## src/rtl/aibcr3_avmm_clkdiv_gate_if.sv

```systemverilog
// Control/status bundle of the AVMM strobe-source divider and gate.
// clk_req/clk_ack form a level handshake: clk_req high asks for the divided clock, and clk_ack is high while it runs.
interface aibcr3_avmm_clkdiv_gate_if #(
    parameter int DIV_W  = 4,
    parameter int IDLE_W = 8
);
    logic [DIV_W-1:0]  div_ratio;
    logic              clk_req;
    logic              activity;
    logic [IDLE_W-1:0] idle_limit;
    logic              clkdiv_out;
    logic              clk_ack;
    logic              auto_gated;
    logic [1:0]        state;       // FSM state for observation: 0=OFF 1=RUN 2=DRAIN

    modport master (
        output div_ratio, clk_req, activity, idle_limit,
        input  clkdiv_out, clk_ack, auto_gated, state
    );

    modport slave (
        input  div_ratio, clk_req, activity, idle_limit,
        output clkdiv_out, clk_ack, auto_gated, state
    );
endinterface

```

## src/rtl/aibcr3_avmm_clkdiv_gate.sv

```systemverilog
// Glitch-free programmable divider plus request/idle clock gate feeding the AVMM clock tree.
// Stopping never truncates a high phase, and a new ratio is picked up only at a falling toggle.
module aibcr3_avmm_clkdiv_gate #(
    parameter int DIV_W  = 4,
    parameter int IDLE_W = 8
) (
    input  logic                         cfg_avmm_clk,
    input  logic                         cfg_avmm_rst_n,
    aibcr3_avmm_clkdiv_gate_if.slave     bus
);

    typedef enum logic [1:0] {
        ST_OFF   = 2'd0,
        ST_RUN   = 2'd1,
        ST_DRAIN = 2'd2
    } state_t;

    state_t            state;
    logic [DIV_W-1:0]  cnt;
    logic [DIV_W-1:0]  div_lat;
    logic              clkdiv_q;
    logic              ack_q;
    logic [IDLE_W-1:0] idle_cnt;
    logic              auto_gated_q;

    logic              stop;
    logic              tgl;
    logic              rise;
    logic              fall;
    logic [DIV_W-1:0]  cnt_nxt;
    logic              idle_hit;

    assign stop = ~bus.clk_req | auto_gated_q;
    assign tgl  = (cnt == div_lat);

    always_comb begin
        rise    = 1'b0;
        fall    = 1'b0;
        cnt_nxt = cnt + DIV_W'(1);
        if (tgl) begin
            rise    = ~clkdiv_q;
            fall    = clkdiv_q;
            cnt_nxt = '0;
        end
    end

    // Divider and gate FSM; clkdiv_out is driven straight from clkdiv_q so the tree never sees logic glitches.
    always_ff @(posedge cfg_avmm_clk) begin
        if (!cfg_avmm_rst_n) begin
            state    <= ST_OFF;
            cnt      <= '0;
            div_lat  <= '0;
            clkdiv_q <= 1'b0;
            ack_q    <= 1'b0;
        end else begin
            case (state)
                ST_OFF: begin
                    clkdiv_q <= 1'b0;
                    cnt      <= '0;
                    if (bus.clk_req && !auto_gated_q) begin
                        state   <= ST_RUN;
                        div_lat <= bus.div_ratio;
                    end
                end
                ST_RUN, ST_DRAIN: begin
                    if (stop && !clkdiv_q) begin
                        // Low phase: stop right here and cancel any pending rise.
                        state <= ST_OFF;
                        cnt   <= '0;
                        ack_q <= 1'b0;
                    end else begin
                        cnt      <= cnt_nxt;
                        clkdiv_q <= clkdiv_q ^ tgl;
                        if (fall) begin
                            div_lat <= bus.div_ratio;
                        end
                        if (rise) begin
                            ack_q <= 1'b1;
                        end
                        if (fall && stop) begin
                            state <= ST_OFF;
                            cnt   <= '0;
                            ack_q <= 1'b0;
                        end else if (stop) begin
                            state <= ST_DRAIN;
                        end else begin
                            state <= ST_RUN;
                        end
                    end
                end
                default: begin
                    state    <= ST_OFF;
                    cnt      <= '0;
                    clkdiv_q <= 1'b0;
                    ack_q    <= 1'b0;
                end
            endcase
        end
    end

    assign idle_hit = (state != ST_OFF) && (bus.idle_limit != '0) &&
                      (idle_cnt == bus.idle_limit - IDLE_W'(1));

    // Idle timeout: clearing wins over setting so a request drop or traffic always re-arms the gate.
    always_ff @(posedge cfg_avmm_clk) begin
        if (!cfg_avmm_rst_n) begin
            idle_cnt     <= '0;
            auto_gated_q <= 1'b0;
        end else begin
            if (state == ST_OFF || bus.activity || bus.idle_limit == '0) begin
                idle_cnt <= '0;
            end else if (idle_cnt != '1) begin
                idle_cnt <= idle_cnt + IDLE_W'(1);
            end

            if (bus.activity || !bus.clk_req) begin
                auto_gated_q <= 1'b0;
            end else if (idle_hit) begin
                auto_gated_q <= 1'b1;
            end
        end
    end

    assign bus.clkdiv_out = clkdiv_q;
    assign bus.clk_ack    = ack_q;
    assign bus.auto_gated = auto_gated_q;
    assign bus.state      = state;

endmodule

```

## src/flat_wrapper.sv

```systemverilog
// flat-port wrapper written by rule: the top's interface ports become plain ports
module aibcr3_avmm_clkdiv_gate_flat 
#(
    parameter int DIV_W  = 4,
    parameter int IDLE_W = 8
)
  (cfg_avmm_clk, cfg_avmm_rst_n, bus_div_ratio, bus_clk_req, bus_activity, bus_idle_limit, bus_clkdiv_out, bus_clk_ack, bus_auto_gated, bus_state);
  aibcr3_avmm_clkdiv_gate_if #(.DIV_W(DIV_W), .IDLE_W(IDLE_W)) bus_i ();
  input  logic cfg_avmm_clk;
  input  logic cfg_avmm_rst_n;
  input wire logic [$bits(bus_i.div_ratio)-1:0] bus_div_ratio;
  input wire logic [$bits(bus_i.clk_req)-1:0] bus_clk_req;
  input wire logic [$bits(bus_i.activity)-1:0] bus_activity;
  input wire logic [$bits(bus_i.idle_limit)-1:0] bus_idle_limit;
  output wire logic [$bits(bus_i.clkdiv_out)-1:0] bus_clkdiv_out;
  output wire logic [$bits(bus_i.clk_ack)-1:0] bus_clk_ack;
  output wire logic [$bits(bus_i.auto_gated)-1:0] bus_auto_gated;
  output wire logic [$bits(bus_i.state)-1:0] bus_state;
  assign bus_i.div_ratio = bus_div_ratio;
  assign bus_i.clk_req = bus_clk_req;
  assign bus_i.activity = bus_activity;
  assign bus_i.idle_limit = bus_idle_limit;
  assign bus_clkdiv_out = bus_i.clkdiv_out;
  assign bus_clk_ack = bus_i.clk_ack;
  assign bus_auto_gated = bus_i.auto_gated;
  assign bus_state = bus_i.state;
  aibcr3_avmm_clkdiv_gate #(.DIV_W(DIV_W), .IDLE_W(IDLE_W)) u_core (.cfg_avmm_clk(cfg_avmm_clk), .cfg_avmm_rst_n(cfg_avmm_rst_n), .bus(bus_i));
endmodule
```

## config.mk

```make
export PLATFORM = sky130hd
export DESIGN_NAME = aibcr3_avmm_clkdiv_gate_flat
export DESIGN_NICKNAME = d
export VERILOG_FILES = /design/src/rtl/aibcr3_avmm_clkdiv_gate_if.sv /design/src/rtl/aibcr3_avmm_clkdiv_gate.sv /design/src/flat_wrapper.sv
export SDC_FILE = /design/constraint.sdc
export NUM_CORES = 1
export LEC_CHECK = 0
export ABC_AREA = 1
export CORE_MARGIN = 5
export CORE_UTILIZATION = 45
export CTS_BUF_LIST = sky130_fd_sc_hd__clkbuf_8
export CTS_CLUSTER_SIZE = 25
export DETAILED_ROUTE_END_ITERATION = 8
export DONT_BUFFER_PORTS = 1
export HOLD_SLACK_MARGIN = 0.08
export PLACE_DENSITY = 0.59
export SYNTH_ARGS = -nofsm -noshare
export SYNTH_HDL_FRONTEND = slang
export SYNTH_SLANG_ARGS = --single-unit
```

## constraint.sdc

```tcl
create_clock -name cfg_avmm_clk -period 4.5 [get_ports cfg_avmm_clk]
set_input_delay 1.125 -clock cfg_avmm_clk [delete_from_list [all_inputs] [get_ports cfg_avmm_clk]]
set_output_delay 1.125 -clock cfg_avmm_clk [all_outputs]
set_load 0.005 [all_outputs]
```

==> Yosys cells after proc, flatten, opt, wreduce, memory -nomap -nowiden <==
Index checks and enable logic that the tools add are counted.
{ "totals": {"ff_bits": 21, "inputBits": 16, "wordCells": 64} }
{ "classes": {"addsub": 3, "eq_ne": 9, "mux": 15, "bitwise": 7, "n_reduce_logical": 23} }
{ "op_table": {"columns": ["operator", "n"], "rows": [
  ["$mux W4", 3],
  ["$add A8 B1 Y8 const B", 1],
  ["$eq A8 B8 Y1", 1],
  ["$logic_not A8 Y1", 1],
  ["$mux W2", 4],
  ["$ne A8 B8 Y1 const B", 1],
  ["$pmux W4 S2", 1],
  ["$reduce_bool A8 Y1", 1],
  ["$sub A8 B1 Y8 const B", 1],
  ["$reduce_or A2 Y1", 3],
  ["$logic_and A1 B1 Y1", 5],
  ["$mux W1", 5],
  ["$not A1 Y1", 5],
  ["$reduce_or A5 Y1", 1],
  ["$add A4 B1 Y4 const B", 1],
  ["$eq A4 B4 Y1", 1],
  ["$ne A2 B1 Y1 const B", 2],
  ["$ne A4 B1 Y1 const B", 1],
  ["$pmux W2 S2", 1],
  ["$reduce_and A2 Y1", 2],
  ["$reduce_and A4 Y1", 1],
  ["$reduce_bool A2 Y1", 2],
  ["$logic_not A1 Y1", 3],
  ["$logic_or A1 B1 Y1", 3],
  ["7 further kinds", 7]
]} }

==> Longest topological paths before layout <==
Gate-level depths: netlist (run 1).
{ "depth": {"depth_word": 6, "mapped_depth": 12, "ltp_nobuf": 12} }

==> Worst setup path after synthesis (run 1) <==
No wires, ideal clock.
{ "synth_timing": {"kind": "input to register", "from": "input bus_idle_limit[0]", "to": "register u_core.idle_cnt[5]", "setup_ps": 119, "arrival_ps": 2009, "required_time_ps": 4381, "setup_slack_ps": 2372, "path_stages": 9, "n_path_buf": 0, "path_cell_list": "inv_1 > ha_1 > nand2_1 > inv_2 > nand3_2 > o21ai_1 > nor2_1 > nand2_2 > nor2_1"} }
{ "synth_via": {"elab_chain_len": 3} }
{ "synth_rtl": {"columns": ["item", "line_no", "text"], "rows": [
  ["start: declaration", "flat_wrapper.sv:14", "input wire logic [$bits(bus_i.idle_limit)-1:0] bus_idle_limit;"],
  ["$logic_not A8 Y1", "aibcr3_avmm_clkdiv_gate.sv:110", "if (state == ST_OFF || bus.activity || bus.idle_limit == '0) begin"],
  ["$logic_or A1 B1 Y1", "aibcr3_avmm_clkdiv_gate.sv:110", null],
  ["$reduce_or A2 Y1 (no source line)", null, null],
  ["end signal: assignment", "aibcr3_avmm_clkdiv_gate.sv:113", "idle_cnt <= idle_cnt + IDLE_W'(1);"],
  ["end: declaration", "aibcr3_avmm_clkdiv_gate.sv:23", "logic [IDLE_W-1:0] idle_cnt;"]
]} }
No other way between the ends.
A chain may end at the register's enable or synchronous reset.

==> Worst setup path after layout (run 1) <==
{ "layout_timing": {"from": "input bus_idle_limit[0]", "to": "register u_core.idle_cnt[7]"} }
Same word-level chain as after synthesis.

==> reports/results.txt, run 1 <==
Status - finished clean
First-pass GRT wire length - 4519 um
Clock slew at reported path FFs - 70 ps
CTS Buf Count - 3
CP required - 4650 ps
CTS Hold Bufs - 0
Fin crit share - 44.25%
Crit. Startpoint - bus_idle_limit[0]
Worst Skew - 2.822 ps
CTS tree - yes
Type of origin of the critical path - primary input
Flops & latches, synth - 21
Final setup fails - 0
DR vias/cell - 4.904
Number of global-route vias before repair - 1045
Placement Cell Area - 1354 um2
Nets - 221
Insertion delay to the later sink of the worst-skew pair - 260 ps
Routed length per instance - 10.73 um
Global Route Usage Sum - 13.33%
RSZ-0062 raised after global routing - no
Postcts setup bufs - 0
Uppermost layer routed - met4
Most used cell, CP - nor2_1
Final wirelength - 2446 um
Worst Setup End Kind - register
Wl on met1 - 1220 um
DRT iter0 DRCs - 61
Post-Syn Nets - 216
Sequential share of the synthesized area - 31.97%
Site row count - 19
Top cells by area, synth - dfxtp_1, nor2_1, nand2_1, inv_1, ha_1
Routed wl met2 - 1032 um
Die Ht - 64.06 um
Mapped Cells - 193
Reg2reg start - u_core.cnt[0]$_SDFF_PP0_
CTS max path bufs - 2
Area Overhead vs Synth - 6.470%
Setup TNS - 0 ps
Number of port buffers - 0
Initial antenna violation count - 0
Slew HR - 83.22%
Register area - 420.4 um2
Gates resized, CTS repair - 0
Setup crit end - u_core.idle_cnt[7]$_SDFFE_PP0P_
Crit path DAT - 2140 ps
CTS sink count - 21
Leakage power - 0.6161 nW
Mapped cell area - 1315 um2
Die X - 64.06 um
Pin count of the biggest net entering global routing - 13
Hold Path Class - reg2reg
Hold Violations, Final - 0
Fill count - 295
Cells on worst reg2reg path - 11
Max frequency - 0.5022 GHz
IO Count - 21
Synth Warn # - 0
Multi-input logic area - 780.7 um2
Syn avg cell area - 6.814 um2
Worst-path cell chain - inv_1, ha_1, nand2_1, inv_2, nand3_2, o21ai_1, nor2_1, nand2_2, nor2_1
Crit path kind - in2reg
Die area - 4103 um2
Worst path max stage delay - 210 ps
GPL Wtd Cong - 0.8723
Unique masters post-synth - 25
Pwr Density - 268.4 nW/um2
Placed Cells incl. Taps - 224
Max-cap viol count - 0
DR DRC count - 0
Top cell type's share of synthesized area - 31.97%
GRT overflow - 0
Worst slew pin tran - 249.1 ps
Reg2Reg Setup Slack - 2860 ps
Worst Path Max Fanout - 8
Layout cells sized above 1 - 10.15%
CTS Root Cell - clkbuf_8
Initial Util - 47.28%
Yosys top cell by area - dfxtp_1
Critical path's slowest cell - ha_1
Fin cells - 228
Initial DRT Pass Iterations - 4
Core ar. - 2781 um2
DP HPWL - 2085 um
Post-detailed-route count of antenna-violating nets - 0
N_diodes - 0
Via count - 1118
Tmin final - 1991 ps
Metal3 WL - 182 um
Max Slew Vio Count - 0
RR Endpoint - u_core.div_lat[3]$_SDFFE_PN0P_
H-tree lvl count - 1
Final non-filler cell area - 1400 um2
Worst VDD drop - 0.3351 mV
-- kinds of logic (layout without fill, tap and decap cells) --
kind of cell    Yosys count  in the layout  share of synthesized area, %
xor+xnor                 13             13                         8.658
fa+ha+maj                 7              7                         6.660
flops                    21             21                         31.97
simple gates             99             99                         34.25
buf+inv                  30             34                         8.658
compound gates           23             23                         9.800
-- how the worst min path moves through the flow --
stage,startpoint,to,cells after the start
3_3_place_gp,u_core.cnt[0]$_SDFF_PP0_,u_core.cnt[0]$_SDFF_PP0_,1
5_1_grt,u_core.div_lat[3]$_SDFFE_PN0P_,u_core.div_lat[3]$_SDFFE_PN0P_,2
2_1_floorplan,u_core.cnt[0]$_SDFF_PP0_,u_core.cnt[0]$_SDFF_PP0_,1
4_1_cts,u_core.cnt[0]$_SDFF_PP0_,u_core.cnt[0]$_SDFF_PP0_,1
6_report,u_core.cnt[0]$_SDFF_PP0_,u_core.cnt[0]$_SDFF_PP0_,1
3_5_place_dp,u_core.cnt[0]$_SDFF_PP0_,u_core.cnt[0]$_SDFF_PP0_,1
-- power breakdown --
group,internal [mW],switching [mW],leakage (nW)
clock,0.0616,0.0599,0.0255
combinational,0.0233,0.0329,0.420
sequential,0.193,0.00573,0.170
-- per-layer routing --
| layer | track usage [%] | up-vias |
|---|---|---|
| met5 | 0 | - |
| met4 | 2.857 | 0 |
| met3 | 5.954 | 2 |
| met2 | 19.97 | 20 |
| met1 | 17.61 | 485 |
| li1 | - | 611 |
-- metrics by stage --
| stage | hold slack [ps] | setup WS, ps | util (%) | power (mW) |
|---|---|---|---|---|
| after global placement | 472.8 | 2282 | 48.67 | 0.2582 |
| after detailed placement | 470.2 | 2237 | 48.67 | 0.2596 |
| final | 480.7 | 2509 | 50.34 | 0.3758 |
| after global routing | 522.7 | 2406 | 50.34 | 0.4029 |
| after CTS | 488.1 | 2510 | 50.34 | 0.3819 |
| after floorplan | 441.1 | 2372 | - | 0.2491 |
-- Yosys cell counts, drive strengths merged --
cell type / instances
o21bai: 1
clkinv: 2
nor2: 38
nand4: 1
or2: 2
nand2: 37
nor4: 1
nor3: 1
xor2: 3
xnor2: 10
dfxtp: 21
o21ai: 10
inv: 28
nand3: 18
nand3b: 1
a21oi: 12
ha: 7
-- flip-flops by register name (all words and copies together) (netlist names) --
| register | count |
|---|---|
| u_core.idle_cnt | 8 |
| u_core.cnt | 4 |
| u_core.div_lat | 4 |
| u_core.bus.state | 2 |
| u_core.bus.auto_gated | 1 |
| u_core.bus.clk_ack | 1 |
| u_core.bus.clkdiv_out | 1 |
-- cells in the final DEF, fill, tap and decap left out --
master and count:
nand2_2 2, xnor2_1 10, o21ai_0 9, nand3_1 15, dfxtp_1 21, xor2_1 3, nor2_2 1, nor4_1 1
nand4_1 1, inv_2 2, a21oi_2 3, clkbuf_8 3, o21bai_1 1, a21oi_1 9, clkinv_2 2, or2_2 2
nand3_2 3, ha_1 7, nor3_4 1, nand3b_1 1, clkinv_1 1, nand2_1 35, nor2_4 1, nor2_1 36
inv_1 26, o21ai_1 1
-- worst max-delay path: cells and delay by family --
| kind | cells | cell delay [ps] |
|---|---|---|
| buf+inv | 2 | 140 |
| fa+ha+maj | 1 | 210 |
| simple gates | 5 | 500 |
| compound gates | 1 | 170 |
-- layout make-up --
class,instances,share of cell area (%)
clock inverter,1,0.3575
tap,31,2.770
multi-input combinational,142,55.76
clock buffer,3,2.949
sequential,21,30.03
inverter,30,8.132
Note: power is estimated with default switching activity, not from simulation.
==> run 2, diff against run 1 <==
- PLACE_DENSITY: 0.59 -> 0.61
- clock period: 4.5 -> 1.7 ns (I/O delays scaled with it)
==> run 2 against run 1 <==
Critical path depth increased by 2. Sequential cell count unchanged. Worst setup slack got worse by 2400 ps. Register-to-register slack got worse by 2700 ps. Non-clock buffer count increased by 2. Worst hold slack got worse by 210 ps. Wire length increased by 9.2%. Global-route usage decreased by 0.25 points. Combinational power increased to 3.1 times the previous value.
==> reports/results.txt, run 2 (synthesis gave the netlist of run 1 again) <==
Cells on worst reg2reg path - 11
DP HPWL - 2114 um
RR Endpoint - u_core.div_lat[0]$_SDFFE_PN0P_
Flip-flop count of the largest register after layout - 8
GRT overflow - 0
Crit. Startpoint - u_core.cnt[0]$_SDFF_PP0_
IO Count - 21
Via count - 1127
Pwr Density - 716.8 nW/um2
Die area - 4103 um2
Worst path max stage delay - 340 ps
Global Route Usage Sum - 13.08%
Worst Path Buf+Inv - 2
Hold Path Class - in2reg
Number of port buffers - 0
Fin crit share - 91.11%
CTS tree - yes
Crit path DAT - 1710 ps
Area Overhead vs Synth - 9.705%
Tmin final - 1549 ps
Reg2reg start - u_core.cnt[0]$_SDFF_PP0_
Initial Util - 47.28%
Worst Path Max Fanout - 5
CTS Root Cell - clkbuf_8
Max Slew Vio Count - 0
Hold Violations, Final - 0
Setup crit end - u_core.div_lat[0]$_SDFFE_PN0P_
Type of origin of the critical path - register
Levels on crit path - 11
Pin count of the biggest net entering global routing - 14
Final core utilization - 51.87%
DR vias/cell - 4.900
Clock slew at reported path FFs - 80 ps
Nets - 223
Worst slew pin tran - 234.2 ps
Slew HR - 84.37%
Setup TNS - 0 ps
CP required - 1860 ps
CTS Buf Count - 3
Top delay family on crit path - simple AND/OR/NAND/NOR gates
Initial DRT Pass Iterations - 4
Top reg by flops - u_core.idle_cnt
Reg2Reg Setup Slack - 150 ps
Die X - 64.06 um
Core ar. - 2781 um2
Final wirelength - 2672 um
Layout cells sized above 1 - 15.08%
Max-cap viol count - 0
Worst VDD drop - 0.8617 mV
Leakage power - 0.6217 nW
DRT iter0 DRCs - 67
Site row count - 19
GPL Wtd Cong - 0.8321
RSZ-0062 raised after global routing - yes
Number of global-route vias before repair - 1014
Crit path kind - reg2reg
Critical path's slowest cell - dfxtp_2
Max frequency - 0.6457 GHz
First-pass GRT wire length - 4464 um
Status - finished clean
DR DRC count - 0
Worst Skew - 3.960 ps
CTS max path bufs - 2
Post-detailed-route count of antenna-violating nets - 0
N_diodes - 0
Initial antenna violation count - 0
Most frequent cells in the layout - nor2_1, nand2_1, inv_1
Worst-path cell chain - xnor2_1, inv_1, nor2_1, nand3_1, inv_2, ha_4, nor2_2, nor2_2, nand2_2, o21ai_0, nor2_1
Die Ht - 64.06 um
H-tree lvl count - 1
Routed length per instance - 11.62 um
CTS sink count - 21
Final setup fails - 0
Worst Setup End Kind - register
Insertion delay to the later sink of the worst-skew pair - 260 ps
Largest registers - u_core.idle_cnt (8), u_core.cnt (4), u_core.div_lat (4)
-- run 2: stage by stage --
stage          hold WS, ps  power [mW]  setup slack (ps)  std cells  instance area, um2
2_1_floorplan        441.1      0.6593             272.4        193                1315
3_5_place_dp         466.9      0.6885             100.7        224                1354
3_3_place_gp         457.7      0.6836             101.6        224                1354
5_1_grt              272.5       1.103            -49.80        230                1443
6_report             274.7       1.034             151.2        230                1443
4_1_cts              288.2       1.022             95.09        228                1403
-- run 2: per-layer routing --
metal	GRT usage (%)	vias to the layer above	wire length, um
met4	2.338	0	10
met1	17.95	494	1336
met3	4.378	2	112
li1	-	619	-
met2	20.10	12	1212
met5	0	-	0
-- run 2: power by group --
part	internal [mW]	switching (mW)	leakage (nW)	total, mW
registers	0.510	0.0163	0.171	0.526
logic	0.0746	0.101	0.429	0.175
clock network	0.166	0.167	0.0217	0.333
total	0.750	0.284	0.622	1.03
-- run 2: worst min-delay path by stage --
| stage | start | endpoint | slack [ps] | cells after the start |
|---|---|---|---|---|
| floorplan | u_core.cnt[0]$_SDFF_PP0_ | u_core.cnt[0]$_SDFF_PP0_ | 440 | 1 |
| global placement | u_core.cnt[0]$_SDFF_PP0_ | u_core.cnt[0]$_SDFF_PP0_ | 460 | 1 |
| detailed placement | u_core.cnt[0]$_SDFF_PP0_ | u_core.cnt[0]$_SDFF_PP0_ | 470 | 1 |
| CTS | cfg_avmm_rst_n | u_core.div_lat[2]$_SDFFE_PN0P_ | 290 | 2 |
| global route | cfg_avmm_rst_n | u_core.div_lat[2]$_SDFFE_PN0P_ | 270 | 2 |
| finish | cfg_avmm_rst_n | u_core.div_lat[2]$_SDFFE_PN0P_ | 270 | 2 |
-- run 2: what timing repair did --
action                     CTS  global route
hold buffers                 0             0
gates resized for setup      0            13
setup buffers                0             2
setup endpoints to repair    0             9
-- run 2: area by class of cell --
type                    count  area, um2
well taps                  31      38.79
fillers                   294       1339
repair buffers              2      15.01
inverters                  30      113.9
clock inverters             1      7.507
flip-flops and latches     21      421.7
clock buffers               3      41.29
multi-input cells         142      804.5
